===== src/rtl/fifo_512_40bit_drain.sv =====
`timescale 1ns/1ps
// -----------------------------------------------------------------------------
// fifo_512_40bit_drain
//
// Read-side controller for the 512x40 FIFO. It pops words through the FIFO's
// empty/re/dout port, which has one cycle of read latency. It presents them
// downstream as a valid/ready stream.
//
// A 2-entry buffer (head + skid) plus one in-flight read slot lets it sustain
// one word per cycle while the consumer may stall at any time.
//
// Optional feature (macro FIFO_DRAIN_LAST_EN):
//   - A 16-bit pop counter marks every BURST_LEN-th word with o_m_last.
//   - With the macro undefined, o_m_last is constant 0.
//
// Ports:
//   i_clk         clock, rising edge
//   i_rst         synchronous reset, active low
//   i_en          drain enable; gates new FIFO reads only
//   i_clr         synchronous flush, active high
//   i_fifo_empty  FIFO empty flag
//   i_fifo_dout   FIFO read data, valid the cycle after o_fifo_re
//   o_fifo_re     FIFO read strobe
//   o_fifo_clr    FIFO clear, equal to i_clr
//   o_m_valid     output word valid
//   o_m_data      output word
//   o_m_last      last word of burst
//   i_m_ready     downstream accept
// -----------------------------------------------------------------------------
module fifo_512_40bit_drain #(
  parameter int DW        = 40,
  parameter int BURST_LEN = 16
) (
  input  logic          i_clk,
  input  logic          i_rst,
  input  logic          i_en,
  input  logic          i_clr,
  input  logic          i_fifo_empty,
  input  logic [DW-1:0] i_fifo_dout,
  output logic          o_fifo_re,
  output logic          o_fifo_clr,
  output logic          o_m_valid,
  output logic [DW-1:0] o_m_data,
  output logic          o_m_last,
  input  logic          i_m_ready
);

  if (BURST_LEN < 2 || BURST_LEN > 65535) begin : g_burst_len_check
    $error("fifo_512_40bit_drain: BURST_LEN must be within 2..65535");
  end

  logic [1:0]    r_occ;        // words held in head/skid
  logic          r_inflight;   // a read was issued last cycle
  logic [DW-1:0] r_head_data;
  logic          r_head_last;
  logic [DW-1:0] r_skid_data;
  logic          r_skid_last;

  logic          w_flush;
  logic          w_pop;
  logic [2:0]    w_level;
  logic [1:0]    w_occ_next;
  logic          w_head_take;
  logic          w_cap_last;

  // Reset and clr have identical effect on the buffer state.
  assign w_flush = ~i_rst | i_clr;
  assign w_pop   = o_m_valid & i_m_ready;

  // Words that would still be held or in flight after this cycle's pop.
  // Because a pop implies r_occ >= 1, this never underflows.
  assign w_level = {1'b0, r_occ} + {2'b00, r_inflight} - {2'b00, w_pop};

  assign o_fifo_re  = i_rst & ~i_clr & i_en & ~i_fifo_empty & (w_level < 3'd2);
  assign o_fifo_clr = i_clr;

  assign o_m_valid = (r_occ != 2'd0);
  assign o_m_data  = r_head_data;
  assign o_m_last  = r_head_last;

  assign w_occ_next = r_occ + {1'b0, r_inflight} - {1'b0, w_pop};

  // The arriving word goes to the head when the head is empty, or when the
  // head is being popped with nothing queued behind it.
  assign w_head_take = (r_occ == 2'd0) | ((r_occ == 2'd1) & w_pop);

`ifdef FIFO_DRAIN_LAST_EN
  localparam logic [15:0] LP_LAST_IDX = 16'(BURST_LEN - 1);

  logic [15:0] r_cnt;       // burst position of the head word
  logic [16:0] w_cap_idx;

  // An arriving word sits r_occ places behind the head, so its burst position
  // is r_cnt + r_occ. Arrival implies r_occ <= 1, so a single compare suffices:
  // r_cnt + r_occ can reach BURST_LEN, but that is position 0 of the next burst.
  assign w_cap_idx  = {1'b0, r_cnt} + {15'd0, r_occ};
  assign w_cap_last = (w_cap_idx == {1'b0, LP_LAST_IDX});

  always_ff @(posedge i_clk) begin
    if (w_flush) begin
      r_cnt <= '0;
    end else if (w_pop) begin
      r_cnt <= (r_cnt == LP_LAST_IDX) ? 16'd0 : r_cnt + 16'd1;
    end
  end
`else
  assign w_cap_last = 1'b0;
`endif

  // NOTE: state registers use non-blocking assignments so every register in
  // this block samples the pre-edge values of the others, independent of
  // statement order.
  always_ff @(posedge i_clk) begin
    if (w_flush) begin
      r_occ       <= 2'd0;
      r_inflight  <= 1'b0;
      r_head_data <= '0;
      r_head_last <= 1'b0;
    end else begin
      r_occ      <= w_occ_next;
      r_inflight <= o_fifo_re;
      // The skid shift happens only at r_occ == 2, and a head capture only at
      // r_occ < 2. The two never write the head in the same cycle.
      if (w_pop && (r_occ == 2'd2)) begin
        r_head_data <= r_skid_data;
        r_head_last <= r_skid_last;
      end
      if (r_inflight && w_head_take) begin
        r_head_data <= i_fifo_dout;
        r_head_last <= w_cap_last;
      end
    end
  end

  // NOTE: the skid payload has no reset. It is only read when r_occ == 2,
  // which requires a prior write, so a stale value is never observable.
  always_ff @(posedge i_clk) begin
    if (i_rst && !i_clr && r_inflight && !w_head_take) begin
      r_skid_data <= i_fifo_dout;
      r_skid_last <= w_cap_last;
    end
  end

endmodule

===== config.mk =====
export PLATFORM = sky130hd
export DESIGN_NAME = fifo_512_40bit_drain
export DESIGN_NICKNAME = d
export VERILOG_FILES = /design/src/rtl/fifo_512_40bit_drain.sv
export SDC_FILE = /design/constraint.sdc
export NUM_CORES = 1
export LEC_CHECK = 0
export BUFFER_PORTS_ARGS = -buffer_cell sky130_fd_sc_hd__buf_2
export CORE_AREA = 3 3 119 121
export CTS_BUF_LIST = sky130_fd_sc_hd__clkbuf_16
export DETAILED_ROUTE_END_ITERATION = 12
export DIE_AREA = 0 0 122 124
export GPL_ROUTABILITY_DRIVEN = 0
export GPL_TIMING_DRIVEN = 0
export PLACE_DENSITY = 0.53
export REMOVE_ABC_BUFFERS = 1
export SLEW_MARGIN = 0
export SYNTH_ARGS = -nofsm -noshare
export SYNTH_HDL_FRONTEND = slang
export SYNTH_SLANG_ARGS = --single-unit
export TNS_END_PERCENT = 20

===== constraint.sdc =====
create_clock -name i_clk -period 4.9 [get_ports i_clk]
set_clock_uncertainty 0.1 [all_clocks]
set_input_delay 0.245 -clock i_clk [delete_from_list [all_inputs] [get_ports i_clk]]
set_output_delay 0.245 -clock i_clk [all_outputs]
set_load 0.05 [all_outputs]

### After elaboration in Yosys (flattened, before gate mapping)

Index checks and enable logic that the tools add are counted.

* add/subtract/negate cells: 4
* order comparisons: 1
* eq/ne operators: 2
* mux-type cells: 2
* bitwise operators: 11
* reductions and logical operators: 10

Operators by type and width (number)
* 2-to-1 mux 40 bit: 2
* AND 1 bit: 6
* logical AND 1 bit: 5
* nonzero test 2 bit: 2
* adder 2 x 1 -> 3 bit: 1
* < comparator 3 x 2 -> 1 bit, second input constant: 1
* inverter 1 bit: 3
* subtractor 3 x 1 -> 3 bit: 1
* adder 2 x 1 -> 2 bit: 1
* equality test 2 x 1 -> 1 bit, second input constant: 1
* equality test 2 bit, second input constant: 1
* logical NOT 1 bit: 2
* logical NOT 2 bit: 1
* OR 1 bit: 2
* subtractor 2 x 1 -> 2 bit: 1

* register bits: 83
* output and inout port bits: 44
* word-level logic and storage cells: 34

### Longest topological paths before layout

Gate-level depths: netlist of run 1.

* depth in word-level cells: 6
* depth in mapped cells: 9
* depth with buffers taken out: 9

### Least setup slack after synthesis of run 1

No wires, ideal clock.

* path type: register to register
* from: reg r_occ[0]
* to: reg r_skid_data[0] (enable)
* arrival: 3.732 ns
* data required time: 4.313 ns
* setup slack: 0.581 ns
* cell stages (with the launch flop): 6
* buffers on the path: 2
* path through: dfxtp_1 -> nor2b_1 -> clkbuf_1 -> clkbuf_1 -> nor2_1 -> nor3_1

* cells in the longest elaborated chain, start to end: 6
* elaborated cells between the ends (all ways): 8
* those cells by class: 1 x eq/ne; 3 x bitwise; 4 x reduce/logical

RTL lines
* from (decl): line 52 `logic [1:0] r_occ;`
* from (signal assigned): line 120 `r_occ <= w_occ_next;`
* nonzero test 2 bit: line 77 `assign o_m_valid = (r_occ != 2'd0);`
* AND 1 bit: line 68 `assign w_pop = o_m_valid & i_m_ready;`
* AND 1 bit: line 85 `assign w_head_take = (r_occ == 2'd0) | ((r_occ == 2'd1) & w_pop);`
* OR 1 bit (*): line 85
* logical NOT 1 bit (*): line 138 `if (i_rst && !i_clr && r_inflight && !w_head_take) begin`
* logical AND 1 bit (*): line 138
* to (signal assigned): line 139 `r_skid_data <= i_fifo_dout;`
* to (decl): line 56 `logic [DW-1:0] r_skid_data;`

Every way passes the cells marked *; elsewhere a longest branch is shown, timed or not.
A chain may end at the register's enable or synchronous reset.

### Worst setup path after layout of run 1

* from: reg r_occ[1]
* to: out o_fifo_re

* cells in the longest elaborated chain, start to end: 5
* elaborated cells between the ends (all ways): 6
* those cells by class: 2 x add/sub; 1 x order compare; 2 x bitwise; 1 x reduce/logical

RTL lines
* parallel branches: the longest is 2 deep, another holds adder 2 x 1 -> 3 bit
* subtractor 3 x 1 -> 3 bit (*): line 72 `assign w_level = {1'b0, r_occ} + {2'b00, r_inflight} - {2'b00, w_pop};`
* < comparator 3 x 2 -> 1 bit (*): line 74 `assign o_fifo_re = i_rst & ~i_clr & i_en & ~i_fifo_empty & (w_level < 3'd2);`
* AND 1 bit (*): line 74
* to (decl): line 40 `output logic o_fifo_re,`

Every way passes the cells marked *.

==> metrics.txt, run 1 <==
Pins Over Slew Limit=0; clk_lat worst skew=0.34 ns; worst hold margin=0.0130 ns; f_max=326 MHz; mapped cell area=0.00326 mm2; Synth warnings=0; Vias/cell=4.53; metal2 WL=3970 um; power per cell area=315 mW/mm2; buffer depth of the longest clock path=2; status=completed; VDD IR max=0.203 mV; Post-Syn Area per Cell=10.9 um2; total CTS buffers=9; CP Max Fanout=7; DP Cell Count=542; Detailed Place HPWL=5610 um; num rows=42; total power=1.44 mW; Post-Place Cell Area=0.00392 mm2; Critical Path Sink Type=output pin; WL final=8860 um; antenna-violating nets left=0; GR Overflow Total=0; initial core utilization=24.7%; Arrival @ worst endpoint=2.72 ns; fin util=34.7%; commonest non-fill, non-tap cell in the layout=buf_2; Die ar.=0.0151 mm2; Slew HR=35.1%; Post CTS Setup Buffer Count=0; Root Buffer=clkbuf_16; final-report setup violation count=0; Worst-path clk slew=0.06 ns; wire per inst=14.8 um; DIE HEIGHT=124 um; first-pass GRT wire length=14000 um; Synth top area share=36.9%; sequential area share after synthesis=63.3%; Final period util=62.6%; initial antenna violation count=0; GR Util All Layers=12.1%; vias in the first global route=2690; largest net degree at the start of global routing=41; Netlist cell types=24; register bit total from synthesis=83; Synth area leader=edfxtp_1; CTS tree=built; Leak Pwr=1.70 nW; unrepaired setup endpoints after global routing=false; post-route insts no fill=598; Final Critical Period=3.07 ns; Nets=466; DR iter-0 viols=174; Hold Path Class=primary input to register; final hold vios=0; Die Wd=122 um; largest cells by area after synthesis=edfxtp_1 (37%), dfxtp_1 (26%), a311oi_1 (9.9%); DRC viols=0; met1 WL=4170 um; core area=0.0132 mm2; DRT Pass-1 Iters=4; H-tree levels=3; critical path class=register to output pin; WP data required=4.55 ns; metal3 WL=579 um; routed vias=2710; FILL cells=1350; startpoint types=register; Slew @ Worst Pin=0.974 ns; Max Cap Viol=0; Ports=90; synthesis-to-layout area growth=40.6%; layout cells sized above 1=28.2%; cts repair resizes=0; final instance area=0.00458 mm2; most frequent cells in the layout=buf_2 (88), nand2_1 (81), dfxtp_1 (43); diode count=0; clock sinks=83; Mapped Cells=300; Top Metal Used=met4; # port buffers=88
registers in the layout, summed over array words and instances (netlist names):
signal	cells
o_m_data	40
r_inflight	1
r_occ	2
r_skid_data	40
power by group:
group	internal, mW	switching [mW]	total (mW)
Combinational	0.0488	0.0630	0.112
Sequential	0.732	0.00299	0.735
Clock	0.333	0.262	0.594
final cells by class:
| cell class | count | area (um2) | share of cell area [%] |
|---|---|---|---|
| inverters | 6 | 22.5 | 0.492 |
| clock buffers | 9 | 225 | 4.92 |
| clock inverters | 7 | 30.0 | 0.656 |
| flip-flops and latches | 83 | 2060 | 45.0 |
| repair buffers | 137 | 987 | 21.6 |
| well taps | 176 | 220 | 4.81 |
| multi-input cells | 180 | 1030 | 22.5 |
per-layer routing:
| metal | global-route usage [%] | up-vias |
|---|---|---|
| li1 | - | 1317 |
| met1 | 15.2 | 1287 |
| met2 | 19.3 | 96 |
| met3 | 3.77 | 10 |
| met4 | 5.25 | 0 |
| met5 | 0 | - |
synthesized netlist by cell type:
master     n
clkbuf_1  20
and3b_1    1
a311oi_1  37
edfxtp_1  40
buf_4      2
or2_1      1
dfxtp_1   43
nand3b_1   1
and2_1     1
xor2_1     1
a311oi_2   3
inv_1      6
nand2b_1   2
nand2_1   81
nor4_1     2
nor2_1     3
or2_2      1
nor3_1    41
conb_1     1
buf_2      5
fa_1       1
nor2b_1    1
ha_1       2
buf_6      4
worst paths after layout:
check                                               start                        end  slack, ns  cells past startpoint
worst max register to register        r_occ[0]$_SDFF_PP0_   r_skid_data[8]$_DFFE_PP_       2.42                      6
worst max-delay path                  r_occ[1]$_SDFF_PP0_                  o_fifo_re       1.83                     10
worst min register to register  o_m_data[21]$_SDFFE_PP0P_  o_m_data[21]$_SDFFE_PP0P_       0.38                      2
worst min-delay path                      i_fifo_dout[37]  r_skid_data[37]$_DFFE_PP_       0.01                      1
kinds of logic after synthesis:
| family | count (synthesis) | synth area share (%) |
|---|---|---|
| flops | 83 | 63.3 |
| buf+inv | 37 | 5.61 |
| simple gates | 135 | 18.0 |
| fa+ha+maj | 3 | 1.38 |
| xor+xnor | 1 | 0.269 |
| compound gates | 40 | 11.3 |
| other cells | 1 | 0.115 |
repair_timing:
item | 4_1_cts | 5_1_grt
setup endpoints to repair | 0 | 0
hold buffers | 40 | 0
hold endpoints to repair | 40 | 0
critical path: stages, from the launching register on:
cell	delay [ns]
dfxtp_1	0.37
or2_2	0.30
and2_1	0.16
ha_1	0.26
inv_1	0.03
ha_1	0.18
fa_1	0.37
xor2_1	0.15
nand2_1	0.08
nor4_1	0.16
buf_2	0.31
metrics by stage:
step | TNS [ns] | worst slack (ns)
floorplan | -13.05 | -0.326
global placement | -143.14 | -3.52
detailed placement | 0 | 2.18
CTS | 0 | 1.79
global route | 0 | 1.61
finish | 0 | 1.83
Power figures use the tool's default switching activity.
==> run 2: changes to the inputs <==
PLACE_DENSITY = 0.55   (was 0.53)
clock period = 2.45 ns   (was 4.9 ns; I/O delays follow)
==> run 2 against run 1 <==
The run now ends with setup timing left. Die area did not move. Worst hold slack better by 0.26 ns. Critical path depth is 2 lower. Cell area rose by 2.8%. Clock power grew 99%. Sequential cell count stayed put. Sequential power rose by 100%. First-iteration DRC count increased by 1.7%. Worst setup slack worse by 2.1 ns. Combinational power is 110% higher. Critical endpoint unchanged. Largest cell class unchanged. Largest power group unchanged.
==> metrics.txt, run 2 (synthesized netlist as in run 1, its figures left out) <==
status=complete, but fails checks; failing checks=setup timing; Detailed Place HPWL=5690 um; most used cell along the critical path=ha_4; clock sinks=83; Worst-path clk slew=0.06 ns; GR Util All Layers=12.2%; layout cells sized above 1=30.4%; met1 WL=4030 um; total power=2.89 mW; Slew @ Worst Pin=0.867 ns; critical path class=register to output pin; startpoint types=register; total CTS buffers=9; post-route insts no fill=604; Top Metal Used=met4; worst hold margin=0.271 ns; Final period util=109%; antenna-violating nets left=0; post-route setup TNS=-3.21 ns; first-pass GRT wire length=14200 um; largest net degree at the start of global routing=41; VDD IR max=0.254 mV; # port buffers=88; Slew HR=42.2%; diode count=0; Arrival @ worst endpoint=2.45 ns; GR Overflow Total=0; core area=0.0132 mm2; DRC viols=0; CP Max Fanout=3; most frequent cells in the layout=buf_2 (87), nand2_1 (81), dlygate4sd3_1 (42); vias in the first global route=2789; num rows=42; routed vias=2788; Root Buffer=clkbuf_16; initial antenna violation count=0; Die Wd=122 um; Pins Over Slew Limit=0; wire per inst=14.8 um; Hold Path Class=primary input to register; unrepaired setup endpoints after global routing=true; Final Critical Period=2.67 ns; metal3 WL=533 um; Die ar.=0.0151 mm2; DP Cell Count=541; f_max=374 MHz; final hold vios=0; WP data required=2.23 ns; CP max-delay cell=fa_2; buffer depth of the longest clock path=2; synthesis-to-layout area growth=44.4%; Leak Pwr=1.74 nW; final-report setup violation count=32; Ports=90; WL final=8920 um; DR iter-0 viols=177; cells along the critical path=or2_4 > and2_4 > ha_4 > inv_2 > ha_4 > fa_2 > nor4_2 > buf_4; fin worst setup slack=-0.222 ns; metal2 WL=4200 um; commonest non-fill, non-tap cell in the layout=buf_2; DIE HEIGHT=124 um; Critical Path Sink Type=output pin; max incr delay on CP=0.46 ns; Nets=472; DRT Pass-1 Iters=4; clk_lat worst skew=0.34 ns; power per cell area=613 mW/mm2; Vias/cell=4.62; fin util=35.7%; initial core utilization=24.7%; H-tree levels=3; Max Cap Viol=0; CTS tree=built
[run 2: changes by cell type in the layout (fill, tap and decap cells not counted), sizes merged]
cell,change
inv,-2
buf,+4
clkinv,+2
dlygate4sd3,+2
[run 2: stage by stage]
stage	cell area (um2)	worst slack, ns
global route	4710	-0.339
finish	4710	-0.222
global placement	3760	-5.80
CTS	4680	-0.431
floorplan	3100	-2.78
detailed placement	3920	-0.383
[run 2: path summary, 6_finish.rpt]
| check | start | endpoint | slack (ns) | cells past startpoint |
|---|---|---|---|---|
| max | r_occ[1]$_SDFF_PP0_ | o_fifo_re | -0.22 | 8 |
| min | i_m_ready | o_m_data[36]$_SDFFE_PP0P_ | 0.27 | 4 |
| max reg2reg | r_occ[0]$_SDFF_PP0_ | r_skid_data[14]$_DFFE_PP_ | -0.19 | 8 |
| min reg2reg | o_m_data[25]$_SDFFE_PP0P_ | o_m_data[25]$_SDFFE_PP0P_ | 0.38 | 2 |
[run 2: timing repair]
item | CTS | global route
endpoints found under the setup margin | 46 | 32
hold buffers | 42 | 0
setup buffers | 2 | 3
pin swaps | 7 | 6
gates resized for setup | 19 | 1
endpoints found under the hold margin | 41 | 0
[run 2: cell type report]
class	instances	area [um2]
timing repair buffer	143	1060
clock inverter	7	27.5
tap	176	220
clock buffer	9	225
multi-input combinational	180	1090
inverter	6	22.5
sequential	83	2070
fill	1334	8480
[run 2: critical path, delay by kind of cell (launching register included)]
family | cells | cell delay, ns
DFF | 1 | 0.34
adders and majority gates | 3 | 0.86
and+or+nand+nor | 3 | 0.63
buffers and inverters | 2 | 0.28
[run 2: where the power goes]
group | switching, mW | internal, mW
Combinational | 0.131 | 0.105
Sequential | 0.00552 | 1.46
Clock | 0.518 | 0.663
Total | 0.655 | 2.23
[run 2: metal layers]
layer  GRT usage, %  vias up
li1               -     1337
met1           14.7     1352
met2           19.5       87
met3           4.18       12
met4           5.74        0
met5              0        -
